--- config.mk ---
export PLATFORM = sky130hd
export DESIGN_NAME = mips_cpu_lsu
export DESIGN_NICKNAME = d
export VERILOG_FILES = /design/src/rtl/mips_cpu_lsu_pkg.sv /design/src/rtl/mips_cpu_lsu_lane.sv /design/src/rtl/mips_cpu_lsu.sv
export SDC_FILE = /design/constraint.sdc
export NUM_CORES = 1
export LEC_CHECK = 0
export BUFFER_PORTS_ARGS = -buffer_cell sky130_fd_sc_hd__buf_4
export CORE_UTILIZATION = 50
export CTS_CLUSTER_SIZE = 12
export DETAILED_ROUTE_END_ITERATION = 8
export PLACE_DENSITY = 0.81
export RECOVER_POWER = 25
export SETUP_SLACK_MARGIN = 0.3
export SYNTH_ARGS = -nofsm -noshare
export SYNTH_HDL_FRONTEND = slang
export SYNTH_HIERARCHICAL = 1
export SYNTH_SLANG_ARGS = --single-unit
--- constraint.sdc ---
create_clock -name clk -period 3 [get_ports clk]
set_clock_uncertainty 0.05 [all_clocks]
set_input_delay 0.6 -clock clk [delete_from_list [all_inputs] [get_ports clk]]
set_output_delay 0.6 -clock clk [all_outputs]
set_load 0.03 [all_outputs]
--- src/rtl/mips_cpu_lsu_pkg.sv ---
// Shared types and helpers for the MIPS CPU load/store unit.
package mips_cpu_lsu_pkg;

    localparam int unsigned DATA_W = 32;
    localparam int unsigned BE_W   = 4;

    typedef enum logic [1:0] {
        SIZE_BYTE = 2'b00,
        SIZE_HALF = 2'b01,
        SIZE_WORD = 2'b10
    } size_e;

    typedef enum logic [1:0] {
        IDLE   = 2'b00,
        ACCESS = 2'b01,
        RESP   = 2'b10
    } state_e;

    // True when the access cannot be issued: misaligned half/word or reserved size.
    function automatic logic is_misaligned(input logic [1:0] size, input logic [1:0] offset);
        case (size)
            SIZE_BYTE: return 1'b0;
            SIZE_HALF: return offset[0];
            SIZE_WORD: return (offset != 2'b00);
            default:   return 1'b1;
        endcase
    endfunction

endpackage

--- src/rtl/mips_cpu_lsu_lane.sv ---
// Byte-lane steering: byte enables, replicated store data and extended load data.
module mips_cpu_lsu_lane
    import mips_cpu_lsu_pkg::*;
(
    input  logic [1:0]        i_size,
    input  logic              i_signed,
    input  logic [1:0]        i_offset,
    input  logic [DATA_W-1:0] i_wdata,
    input  logic [DATA_W-1:0] i_rdata,
    output logic [BE_W-1:0]   o_byteenable_c,
    output logic [DATA_W-1:0] o_writedata_c,
    output logic [DATA_W-1:0] o_rdata_c
);

    logic [15:0] w_lane;

    assign w_lane = 16'(i_rdata >> {i_offset, 3'b000});

    always_comb begin
        o_byteenable_c = '0;
        o_writedata_c  = '0;
        o_rdata_c      = '0;
        case (i_size)
            SIZE_BYTE: begin
                o_byteenable_c = 4'b0001 << i_offset;
                o_writedata_c  = {4{i_wdata[7:0]}};
                o_rdata_c      = {{24{i_signed & w_lane[7]}}, w_lane[7:0]};
            end
            SIZE_HALF: begin
                o_byteenable_c = 4'b0011 << i_offset;
                o_writedata_c  = {2{i_wdata[15:0]}};
                o_rdata_c      = {{16{i_signed & w_lane[15]}}, w_lane[15:0]};
            end
            SIZE_WORD: begin
                o_byteenable_c = 4'b1111;
                o_writedata_c  = i_wdata;
                o_rdata_c      = i_rdata;
            end
            default: ;
        endcase
    end

endmodule

--- src/rtl/mips_cpu_lsu.sv ---
// Load/store unit between CPU execute stage and a waitrequest-style data memory.
// Optional build macro MIPS_CPU_LSU_TIMEOUT_EN aborts stalled accesses after TIMEOUT_CYCLES.
module mips_cpu_lsu
    import mips_cpu_lsu_pkg::*;
#(
    parameter int unsigned TIMEOUT_CYCLES = 16
)
(
    input  logic        clk,
    input  logic        rst_n,
    input  logic        req_valid,
    output logic        req_ready,
    input  logic        req_write,
    input  logic [1:0]  req_size,
    input  logic        req_signed,
    input  logic [31:0] req_addr,
    input  logic [31:0] req_wdata,
    output logic        rsp_valid,
    output logic [31:0] rsp_rdata,
    output logic        rsp_fault,
    output logic [31:0] mem_address,
    output logic        mem_read,
    output logic        mem_write,
    output logic [3:0]  mem_byteenable,
    output logic [31:0] mem_writedata,
    input  logic [31:0] mem_readdata,
    input  logic        mem_waitrequest
);

    if (TIMEOUT_CYCLES == 0 || TIMEOUT_CYCLES > 255) begin : g_bad_timeout
        $error("mips_cpu_lsu: TIMEOUT_CYCLES must be in 1..255");
    end

    state_e      r_state, w_state_nxt;
    logic [1:0]  r_size, r_off;
    logic        r_signed, r_write;
    logic        r_req_ready, r_rsp_valid, r_rsp_fault;
    logic [31:0] r_rsp_rdata;
    logic        r_mem_read, r_mem_write;
    logic [3:0]  r_mem_be;
    logic [31:0] r_mem_addr, r_mem_wdata;

    logic        w_in_idle, w_accept, w_req_fault, w_mem_done, w_timeout;
    logic [1:0]  w_lane_size, w_lane_off;
    logic        w_lane_signed;
    logic [3:0]  w_be;
    logic [31:0] w_wdata, w_rdata;

    assign w_in_idle   = (r_state == IDLE);
    assign w_accept    = w_in_idle && req_valid;
    assign w_req_fault = is_misaligned(req_size, req_addr[1:0]);
    assign w_mem_done  = (r_state == ACCESS) && !mem_waitrequest;

    // Lane logic sees the live request while idle and the latched one afterwards.
    assign w_lane_size   = w_in_idle ? req_size      : r_size;
    assign w_lane_off    = w_in_idle ? req_addr[1:0] : r_off;
    assign w_lane_signed = w_in_idle ? req_signed    : r_signed;

    mips_cpu_lsu_lane u_lane (
        .i_size         (w_lane_size),
        .i_signed       (w_lane_signed),
        .i_offset       (w_lane_off),
        .i_wdata        (req_wdata),
        .i_rdata        (mem_readdata),
        .o_byteenable_c (w_be),
        .o_writedata_c  (w_wdata),
        .o_rdata_c      (w_rdata)
    );

`ifdef MIPS_CPU_LSU_TIMEOUT_EN
    logic [7:0] r_to_cnt;

    always_ff @(posedge clk or negedge rst_n) begin
        if (!rst_n) begin
            r_to_cnt <= '0;
        end else if (w_accept) begin
            r_to_cnt <= '0;
        end else if (r_state == ACCESS && mem_waitrequest) begin
            r_to_cnt <= r_to_cnt + 8'd1;
        end
    end

    assign w_timeout = (r_state == ACCESS) && mem_waitrequest &&
                       (8'(r_to_cnt + 8'd1) == 8'(TIMEOUT_CYCLES));
`else
    assign w_timeout = 1'b0;
`endif

    always_ff @(posedge clk or negedge rst_n) begin
        if (!rst_n) r_state <= IDLE;
        else        r_state <= w_state_nxt;
    end

    always_comb begin
        w_state_nxt = r_state;
        case (r_state)
            IDLE:    if (req_valid) w_state_nxt = w_req_fault ? RESP : ACCESS;
            ACCESS:  if (w_mem_done || w_timeout) w_state_nxt = RESP;
            RESP:    w_state_nxt = IDLE;
            default: w_state_nxt = IDLE;
        endcase
    end

    always_ff @(posedge clk or negedge rst_n) begin
        if (!rst_n) begin
            r_size      <= '0;
            r_off       <= '0;
            r_signed    <= 1'b0;
            r_write     <= 1'b0;
            r_req_ready <= 1'b1;
            r_rsp_valid <= 1'b0;
            r_rsp_fault <= 1'b0;
            r_rsp_rdata <= '0;
            r_mem_read  <= 1'b0;
            r_mem_write <= 1'b0;
            r_mem_be    <= '0;
            r_mem_addr  <= '0;
            r_mem_wdata <= '0;
        end else begin
            r_rsp_valid <= 1'b0;
            if (w_accept) begin
                r_size      <= req_size;
                r_off       <= req_addr[1:0];
                r_signed    <= req_signed;
                r_write     <= req_write;
                r_req_ready <= 1'b0;
                if (w_req_fault) begin
                    r_rsp_valid <= 1'b1;
                    r_rsp_fault <= 1'b1;
                    r_rsp_rdata <= '0;
                end else begin
                    r_mem_read  <= !req_write;
                    r_mem_write <= req_write;
                    r_mem_addr  <= {req_addr[31:2], 2'b00};
                    r_mem_be    <= w_be;
                    r_mem_wdata <= w_wdata;
                end
            end else if (w_mem_done) begin
                r_mem_read  <= 1'b0;
                r_mem_write <= 1'b0;
                r_rsp_valid <= 1'b1;
                r_rsp_fault <= 1'b0;
                r_rsp_rdata <= r_write ? 32'd0 : w_rdata;
            end else if (w_timeout) begin
                r_mem_read  <= 1'b0;
                r_mem_write <= 1'b0;
                r_rsp_valid <= 1'b1;
                r_rsp_fault <= 1'b1;
                r_rsp_rdata <= '0;
            end else if (r_state == RESP) begin
                r_req_ready <= 1'b1;
            end
        end
    end

    assign req_ready      = r_req_ready;
    assign rsp_valid      = r_rsp_valid;
    assign rsp_rdata      = r_rsp_rdata;
    assign rsp_fault      = r_rsp_fault;
    assign mem_address    = r_mem_addr;
    assign mem_read       = r_mem_read;
    assign mem_write      = r_mem_write;
    assign mem_byteenable = r_mem_be;
    assign mem_writedata  = r_mem_wdata;

endmodule
==> results of run 1 <==
[power by group]
| part | switching (mW) | internal (mW) | total (mW) |
|---|---|---|---|
| Sequential | 0.349 | 2.03 | 2.38 |
| Clock | 0.568 | 0.675 | 1.24 |
| Combinational | 2.18 | 1.56 | 3.74 |
| Total | 3.10 | 4.27 | 7.37 |
[per-layer routing]
layer	GRT usage	wire, µm	vias up
met3	0.0807	1470	28
met2	0.461	8060	248
met5	0	0	-
li1	-	-	2256
met1	0.325	6040	2427
met4	0.124	391	0
[placed cells by master, fill, tap and decap left out, types with 10 or more instances in the layout]
cell type / instances
mux2_2: 77
nand2_1: 60
o21ai_0: 36
buf_4: 219
nor2b_1: 10
mux2i_1: 10
dfrtp_1: 110
a21o_1: 25
inv_1: 35
o32ai_1: 32
a22oi_1: 14
a21oi_1: 26
[per-stage QoR]
step	hold slack [ns]	area (µm²)	setup slack (ns)	cells
global placement	0.422	7380	0.383	849
floorplan	0.254	5750	0.511	532
global route	0.382	7700	0.286	865
detailed placement	0.435	7380	0.264	849
finish	0.379	7700	0.485	865
CTS	0.210	7690	0.345	864
[cell type report]
type,instances,area [µm²],area share
timing repair buffer,223,1700,0.220
clock buffer,10,239,0.0310
tap,140,175,0.0227
sequential,111,2780,0.361
inverter,36,135,0.0175
multi-input combinational,340,2610,0.339
clock inverter,5,66.3,0.00861
[sequential cells by signal, indices dropped and copies added (netlist names), 2 cells and up]
signal and count:
mem_writedata 32, mem_byteenable 4, rsp_rdata 32, r_off 2, r_size 2, mem_address 30
r_state 2
[worst paths after layout]
check | startpoint | endpoint | depth (start not counted)
min reg2reg | rsp_fault | rsp_fault | 1
max in group asynchronous | rst_n | mem_address[10] | 2
min in group asynchronous | rst_n | rsp_rdata[21] | 1
max reg2reg | r_state[0] | rsp_rdata[26] | 9
max | r_state[0] | rsp_rdata[26] | 9
min | req_write | mem_read | 2
[worst max-delay path: stages (launching register included)]
cell,delay (ns)
dfrtp_1,0.43
nor2_2,0.25
mux2_2,0.48
mux2_2,0.34
a32oi_4,0.26
o22ai_4,0.10
buf_12,0.15
a21o_1,0.15
inv_1,0.05
o32ai_1,0.07
[cell families after synthesis]
family | Yosys count
AO/OA/AOI/OAI | 144
flip-flops | 111
AND/OR/NAND/NOR | 98
multiplexers | 96
buffers and inverters | 81
other | 1
[what timing repair did]
item / CTS / global route
pin swaps: 0 / 1
resized for setup: 1 / 2
setup endpoints to repair: 17 / 20
buffers inserted: 0 / 1
==> summary.txt, run 1 <==
CTS
  – CTS tree: done
  – CTS H-tree lvls: 3
  – Clock root buffer: clkbuf_16
  – Clk Latency, worst-skew pair: 0.36 ns
  – Clock Sink Count: 111
  – Clk pin slew, worst setup/hold paths: 0.07 ns
  – CTS Hold Bufs: 0
  – Max Root-Sink Buffers: 2
  – Num CTS Buffers: 9

Timing
  – Crit path time final: 2.52 ns
  – Slew Limit Fails: 0
  – Normalized max-slew margin: 0.243
  – Setup_tns: 0 ns
  – Actual slew at the worst max-slew pin: 1.13 ns
  – RSZ-0062 raised after global routing: true
  – Final setup vio count: 0
  – FMAX: 0.398 GHz
  – Fin. Hold Viols: 0
  – Ratio of final minimum period to clock period: 0.838

Outcome
  – Outcome: complete, no violations

Synthesis
  – Area leader, netlist: dfrtp_1
  – Largest cells by area after synthesis: dfrtp_1, mux2_2, o32ai_1
  – Largest family of logic cells by synthesized area: multiplexers
  – Share of the synthesized area in the top cell type: 0.479
  – Async set or reset register ratio after synthesis: 1.00
  – Synthesis Warnings: 6
  – Synthesized area: 0.00575 mm²
  – Top post-synthesis cells by count: dfrtp_1, mux2_2, nand2_1, o21ai_0, inv_1
  – Synth Area in XOR/XNOR: 0
  – Cell variety after synth: 39
  – Mux contribution to synthesized area: 0.191
  – Simple-Gate Fraction of Synth Area: 0.0834
  – Most used flip-flop cell after synthesis: dfrtp_1
  – Register area share after synthesis: 0.484
  – Post-Synthesis Cells: 531
  – Most common cell in the synthesized netlist: dfrtp_1
  – Synth Area in Compound Gates: 0.177
  – Post-synthesis adder-cell area fraction: 0
  – Post-synthesis register bit count: 111
  – Synth Area per Inst: 10.8 µm²
  – EDFF count, synth: 0

Detailed routing
  – DRT Pass-1 Iters: 5
  – DR vias: 4,959
  – Routed WL per cell: 18.4 µm
  – Final ANT Viol Nets: 0
  – Total wire length: 16,000 µm
  – Starting DRT DRC Count: 291
  – DRC viols: 0
  – Vias per cell: 5.73

Placed design
  – Post-DP HPWL: 11,700 µm
  – PortBufs: 206
  – Routability congestion estimate: 0.969

Global route
  – First-pass GRT wire length: 24,900 µm
  – Global route overflow: 0
  – Pin count of the biggest net entering global routing: 70
  – Number of global-route vias before repair: 5,043
  – Total track usage: 0.275
  – Initial antenna violation count: 0

Cells and area
  – Util after Layout: 0.698
  – # fillers: 852
  – Number of inserted diodes: 0
  – P&R area growth vs syn: 34.1%
  – Post-layout net count: 825
  – Share of layout cells above drive strength 1: 0.462

Die
  – Die W: 109 µm
  – Num ports: 209
  – Die Y: 109 µm
  – Initial Util: 0.521
  – Die area: 0.0119 mm²
  – Rows: 38
  – Core area: 0.0110 mm²

Hold path
  – HP Class: in -> reg

Critical path
  – Critical path capture point type: flip-flop
  – CP max FO: 16
  – R2r setup slk: 0.48 ns
  – Critical path required time: 3.14 ns
  – Arrival @ worst endpoint: 2.66 ns
  – Critical path launch point type: flip-flop
  – Crit Path Category: reg -> reg

Run
  – Max_cap viols: 0

Power and ir drop
  – Peak VDD IR: 0.000727 V
  – Total power draw: 7.37 mW
  – Leakage power: 3.82 nW
  – PD cells: 957 mW/mm²
Power figures use the tool's default switching activity.
==> run 2: changes to the inputs <==
==> constraint.sdc (replaced) <==
create_clock -name clk -period 2.5 [get_ports clk]
set_clock_uncertainty 0.05 [all_clocks]
set_input_delay 0.5 -clock clk [delete_from_list [all_inputs] [get_ports clk]]
set_output_delay 0.5 -clock clk [all_outputs]
set_load 0.03 [all_outputs]
==> summary.txt, run 2 (synthesis results as in run 1) <==
Detailed routing
  – DRT Pass-1 Iters: 7 (+2)
  – Starting DRT DRC Count: 428 (+47%)
  – Total wire length: 17,400 µm (+8.7%)
  – DRC viols: 0 (unchanged)
  – Final ANT Viol Nets: 0 (unchanged)
  – DR vias: 5,195 (+4.8%)
  – Vias per cell: 5.79 (+0.91%)
  – Routed WL per cell: 19.3 µm (+4.7%)

Timing
  – Final setup vio count: 0 (unchanged)
  – Ratio of final minimum period to clock period: 0.994 (+0.156)
  – Final WS setup: 0.0147 ns (-0.470 ns)
  – Crit path time final: 2.49 ns (-0.0300 ns)
  – Slew Limit Fails: 0 (unchanged)
  – Fin. Hold Viols: 0 (unchanged)
  – RSZ-0062 raised after global routing: true
  – Actual slew at the worst max-slew pin: 1.15 ns (+0.0157 ns)
  – Normalized max-slew margin: 0.233 (-0.0105)
  – FMAX: 0.402 GHz (+1.2%)

Cells and area
  – Most frequent cells in the layout: buf_4, dfrtp_1, mux2_2
  – Post-layout net count: 857 (+3.9%)
  – Most common cell after layout, fill and taps aside: buf_4
  – Share of layout cells above drive strength 1: 0.525 (+0.0630)
  – Finished Cell Area: 0.00828 mm² (+7.5%)
  – Number of inserted diodes: 0 (unchanged)
  – P&R area growth vs syn: 44.2%

Critical path
  – Crit Path Category: reg -> reg
  – CP cell instances: nor2_4 -> buf_4 -> mux2_4 -> buf_8 -> nor2b_4 -> buf_4 -> a22oi_1 -> o21ai_1 -> inv_1 -> o32ai_1
  – Critical path capture point type: flip-flop
  – Critical path required time: 2.66 ns (-0.48 ns)
  – Max stage delay on crit path: 0.44 ns (-0.04 ns)
  – Worst reg2reg path startpoint: r_state[0]
  – Crit-path leading delay family: compound AO/OA/AOI/OAI gates
  – Critical path launch point type: flip-flop
  – CP Buf/Inv Count: 4 (+2)
  – Setup crit start: r_state[0]
  – R2r setup slk: 0.01 ns (-0.47 ns)
  – Cell mode on critical path: buf_4
  – CP max FO: 10 (-6)
  – Arrival @ worst endpoint: 2.64 ns (-0.02 ns)
  – Slowest CP cell: o32ai_1

CTS
  – CTS Hold Bufs: 0 (unchanged)
  – Num CTS Buffers: 9 (unchanged)
  – Clk pin slew, worst setup/hold paths: 0.08 ns (about the same)
  – Clock Sink Count: 111 (unchanged)
  – CTS H-tree lvls: 3 (unchanged)
  – Clk Latency, worst-skew pair: 0.36 ns (about the same)
  – CTS tree: done
  – Max Root-Sink Buffers: 2 (unchanged)
  – Clock root buffer: clkbuf_16

Power and ir drop
  – Clock share of power: 0.167 (-0.002)
  – PD cells: 1150 mW/mm² (+20%)
  – Total power draw: 9.54 mW (+29%)
  – Sequential power share: 0.295 (-0.028)
  – Peak VDD IR: 0.000872 V (+20%)
  – P_sw: 3.98 mW (+28%)
  – Switching fraction of total power: 0.418 (-0.00328)
  – Leakage power: 4.09 nW (+7.1%)
  – Logic pwr share: 0.538 (+0.030)
  – P_int: 5.56 mW (+30%)

Die
  – Num ports: 209 (unchanged)
  – Die Y: 109 µm (unchanged)
  – Core area: 0.0110 mm² (unchanged)
  – Die W: 109 µm (unchanged)
  – Rows: 38 (unchanged)
  – Initial Util: 0.521 (unchanged)
  – Die area: 0.0119 mm² (unchanged)

Global route
  – First-pass GRT wire length: 26,000 µm (+4.4%)
  – Pin count of the biggest net entering global routing: 70 (unchanged)
  – Number of global-route vias before repair: 5,116 (+1.4%)
  – Initial antenna violation count: 0 (unchanged)
  – Total track usage: 0.287 (+0.0121)
  – Global route overflow: 0 (unchanged)

Hold path
  – Hold Crit Start: req_write
  – HP Class: in -> reg

Placed design
  – Dpl ws: -0.0508 ns (-0.314 ns)
  – Routability congestion estimate: 0.803 (-17%)
  – PortBufs: 206 (unchanged)
  – Post-DP HPWL: 11,600 µm (-1.4%)
  – Cell Area, Placed: 0.00746 mm² (+1.0%)

Outcome
  – Outcome: complete, no violations

Run
  – Max_cap viols: 0 (unchanged)
==> run 2: worst paths after layout <==
path | to | depth (start not counted)
worst max-delay path | rsp_rdata[0] | 10
worst max register to register | rsp_rdata[0] | 10
max in group asynchronous | mem_writedata[23] | 2
worst min register to register | rsp_fault | 1
min in group asynchronous | rsp_rdata[29] | 1
worst min-delay path | mem_read | 2
==> run 2: power groups by stage <==
stage / clock network, mW / registers, mW / logic [mW]
3_5_place_dp: 0 / 2.83 / 4.58
3_3_place_gp: 0 / 2.79 / 4.48
4_1_cts: 1.62 / 2.81 / 4.84
6_report: 1.59 / 2.81 / 5.13
5_1_grt: 1.68 / 2.89 / 5.40
2_1_floorplan: 0 / 4.00 / 1.71
==> run 2: metrics by stage <==
step	util	TNS, ns	instances	hold WS (ns)
final	0.751	0	898	0.288
after global routing	0.751	-0.0239	898	0.285
after CTS	0.730	0	889	0.114
after detailed placement	0.676	-0.105	859	0.422
after global placement	0.676	0	859	0.411
after floorplan	-	0	532	0.154
==> run 2: routing by layer <==
metal  vias to the layer above  share of wire  global-route usage  wire [µm]
li1                       2320              -                   -          -
met1                      2542           0.39               0.351       6760
met2                       289           0.49               0.480       8530
met3                        44          0.090              0.0747       1560
met4                         0          0.029               0.118        497
met5                         -              0                   0          0
==> run 2: what timing repair did <==
action	CTS	global route
cloned	2	0
setup buffers	12	9
pin swaps	5	14
setup endpoints to repair	31	47
gates resized for setup	30	43
==> run 2: layout make-up <==
cell class | count | area, µm²
repair buffers | 254 | 2010
multi-input cells | 341 | 2850
flip-flops and latches | 111 | 2780
clock inverters | 6 | 93.8
fillers | 726 | 2750
clock buffers | 10 | 239
inverters | 36 | 139
well taps | 140 | 175
==> run 3: changes to the inputs <==
--- a/config.mk
+++ b/config.mk
@@ -5,8 +5,9 @@
 export SDC_FILE = /design/constraint.sdc
 export NUM_CORES = 1
 export LEC_CHECK = 0
+export ABC_AREA = 1
 export BUFFER_PORTS_ARGS = -buffer_cell sky130_fd_sc_hd__buf_4
-export CORE_UTILIZATION = 50
+export CORE_UTILIZATION = 51
 export CTS_CLUSTER_SIZE = 12
 export DETAILED_ROUTE_END_ITERATION = 8
 export PLACE_DENSITY = 0.81
==> summary.txt, run 3 <==
Outcome
  – Outcome: complete, but fails checks
  – Failing checks: max-capacitance violations, max-slew violations

Synthesis
  – Share of the synthesized area in the top cell type: 0.463 (-0.0161)
  – Cell variety after synth: 31 (-21%)
  – Largest cells by area after synthesis: dfrtp_1, nand2_1, nand3_1
  – Top post-synthesis cells by count: nand2_1, nand3_1, dfrtp_1, inv_1
  – EDFF count, synth: 0 (unchanged)
  – Synthesized area: 0.00595 mm² (+3.5%)
  – Post-Synthesis Cells: 777 (+46%)
  – Async set or reset register ratio after synthesis: 1.00 (unchanged)
  – Synthesis Warnings: 6 (unchanged)
  – Post-synthesis register bit count: 111 (unchanged)
  – Most used flip-flop cell after synthesis: dfrtp_1
  – Most common cell in the synthesized netlist: nand2_1
  – Register area share after synthesis: 0.467 (-0.0163)
  – Synth Area per Inst: 7.65 µm² (-29%)
  – Area leader, netlist: dfrtp_1

Global route
  – Initial antenna violation count: 0 (unchanged)
  – Global route overflow: 0 (unchanged)
  – First-pass GRT wire length: 26,900 µm (+3.6%)
  – Total track usage: 0.291 (+0.00426)
  – Pin count of the biggest net entering global routing: 47 (-33%)
  – Number of global-route vias before repair: 5,264 (+2.9%)

Critical path
  – CP max FO: 6 (-4)
  – Crit Path Category: reg -> reg
  – Critical path launch point type: flip-flop
  – Critical path capture point type: flip-flop
  – Max stage delay on crit path: 0.45 ns (about the same)
  – CP cell instances: nor2_4 -> buf_6 -> nor2_1 -> a21oi_2 -> buf_12 -> buf_6 -> nand2_1 -> nand3_2 -> nand2_4 -> buf_4 -> nand2_1 -> nand3_2 -> nand4_1 -> nand2_1
  – CP Buf/Inv Count: 4 (unchanged)
  – Critical path required time: 2.69 ns (+0.03 ns)
  – Arrival @ worst endpoint: 2.35 ns (-0.29 ns)
  – Cell mode on critical path: nand2_1
  – Slowest CP cell: dfrtp_2
  – Crit-path leading delay family: simple AND/OR/NAND/NOR gates

Cells and area
  – Most frequent cells in the layout: nand2_1, buf_4, nand3_1
  – FF/Latch Area: 0.00278 mm² (about the same)
  – # fillers: 959 (+32%)
  – Most common cell after layout, fill and taps aside: nand2_1
  – Post-layout net count: 1,084 (+26%)
  – Multi-input logic area: 0.00279 mm² (-2.0%)
  – P&R area growth vs syn: 36.3%
  – Finished Cell Area: 0.00810 mm² (-2.2%)
  – Util after Layout: 0.713 (-0.0382)
  – Number of inserted diodes: 0 (unchanged)
  – Share of layout cells above drive strength 1: 0.321 (-0.204)

Timing
  – Final setup vio count: 0 (unchanged)
  – RSZ-0062 raised after global routing: false
  – Fin. Hold Viols: 0 (unchanged)
  – Hold_ws: 0.324 ns (+0.0362 ns)
  – Actual slew at the worst max-slew pin: 1.69 ns (+0.542 ns)
  – Setup_tns: 0 ns (unchanged)
  – Ratio of final minimum period to clock period: 0.863 (-0.131)
  – Normalized max-slew margin: -0.128 (-0.361)
  – Slew Limit Fails: 29 (+29)
  – Crit path time final: 2.16 ns (-0.328 ns)
  – FMAX: 0.464 GHz (+15%)
  – Final WS setup: 0.343 ns (+0.328 ns)

CTS
  – Max Root-Sink Buffers: 2 (unchanged)
  – Clock Sink Count: 111 (unchanged)
  – Clk Latency, worst-skew pair: 0.35 ns (about the same)
  – Clk pin slew, worst setup/hold paths: 0.07 ns (about the same)
  – CTS Hold Bufs: 0 (unchanged)
  – Num CTS Buffers: 9 (unchanged)
  – Clock root buffer: clkbuf_16
  – CTS tree: done
  – CTS H-tree lvls: 3 (unchanged)

Detailed routing
  – Final ANT Viol Nets: 0 (unchanged)
  – Total wire length: 18,000 µm (+3.6%)
  – Starting DRT DRC Count: 632 (+48%)
  – DRT Pass-1 Iters: 5 (-2)
  – DRC viols: 0 (unchanged)
  – Routed WL per cell: 16.0 µm (-17%)
  – DR vias: 6,191 (+19%)
  – Vias per cell: 5.49 (-5.0%)

Power and ir drop
  – Peak VDD IR: 0.000868 V (-0.46%)
  – PD cells: 1040 mW/mm² (-9.9%)
  – Leakage power: 4.65 nW (+14%)

Die
  – Initial Util: 0.523 (+0.00207)
  – Core area: 0.0114 mm² (+3.1%)
  – Die area: 0.0121 mm² (+1.4%)
  – Die W: 110 µm (+0.71%)
  – Rows: 39 (+2.6%)
  – Num ports: 209 (unchanged)
  – Die Y: 110 µm (+0.71%)

Placed design
  – Routability congestion estimate: 0.905 (+13%)
  – Cell Area, Placed: 0.00753 mm² (+1.0%)
  – PortBufs: 206 (unchanged)
  – Post-DP HPWL: 12,200 µm (+5.4%)
  – Dpl ws: 0.218 ns (+0.269 ns)

Hold path
  – HP Class: in -> reg

Run
  – Max_cap viols: 1 (+1)
-- run 3: cell types whose count changed after synthesis, moves of 21 or more --
cell / previous run / this run
nand2_1: 60 / 313
o32ai_1: 32 / 0
mux2_2: 78 / 0
o21ai_0: 36 / 15
a21o_1: 25 / 0
nand3_1: 1 / 134
nand4_1: 0 / 32
a21oi_1: 26 / 3
-- run 3: worst min-delay path, cell delays in order --
cell,delay (ns)
buf_4,0.09
nand2_1,0.04
o21ai_0,0.06
-- run 3: routing by layer --
layer	routed length, µm	global-route usage	vias up
met5	0	0	-
met4	435	0.108	0
met3	1630	0.0658	39
met2	8470	0.439	337
met1	7440	0.409	2874
li1	-	-	2941
-- run 3: cell type report --
type | instances | area share
clock inverters | 6 | 0.00587
well taps | 143 | 0.0221
multi-input cells | 568 | 0.344
flip-flops and latches | 111 | 0.343
clock buffers | 9 | 0.0278
repair inverters | 1 | 0.000618
repair buffers | 244 | 0.234
inverters | 45 | 0.0224
-- run 3: worst paths after layout --
path                       cells after the start  slack [ns]          endpoint             from
min in group asynchronous                      1        0.53  mem_writedata[1]            rst_n
setup reg to reg                              14        0.34     rsp_rdata[15]       r_state[0]
hold / removal                                 3        0.32          r_signed       req_signed
setup / recovery                              14        0.34     rsp_rdata[15]       r_state[0]
max in group asynchronous                      2        0.68         req_ready            rst_n
hold reg to reg                                2        0.42   mem_address[14]  mem_address[14]
-- run 3: kinds of logic after synthesis --
| group | after synthesis | share of synthesized area |
|---|---|---|
| and+or+nand+nor | 526 | 0.410 |
| DFF | 111 | 0.467 |
| buffers and inverters | 101 | 0.0829 |
| AOI/OAI and AO/OA | 38 | 0.0396 |
| other | 1 | 0.000631 |
-- run 3: per-stage QoR --
step	instances	total power, mW
2_1_floorplan	778	5.27
3_3_place_gp	1091	6.67
3_5_place_dp	1091	6.73
4_1_cts	1108	8.17
5_1_grt	1127	8.91
6_report	1127	8.40
-- run 3: timing repair --
action,4_1_cts,5_1_grt
gates cloned,2,3
buffers inserted,0,16
pin swaps,1,12
resized for setup,10,21
setup endpoints to repair,25,49
-- run 3: where the power goes --
group | internal [mW] | switching, mW | total (mW) | leakage, nW
registers | 2.35 | 0.313 | 2.66 | 1.43
clock network | 0.678 | 0.659 | 1.34 | 0.132
logic | 1.57 | 2.83 | 4.41 | 3.08
total | 4.60 | 3.81 | 8.40 | 4.65
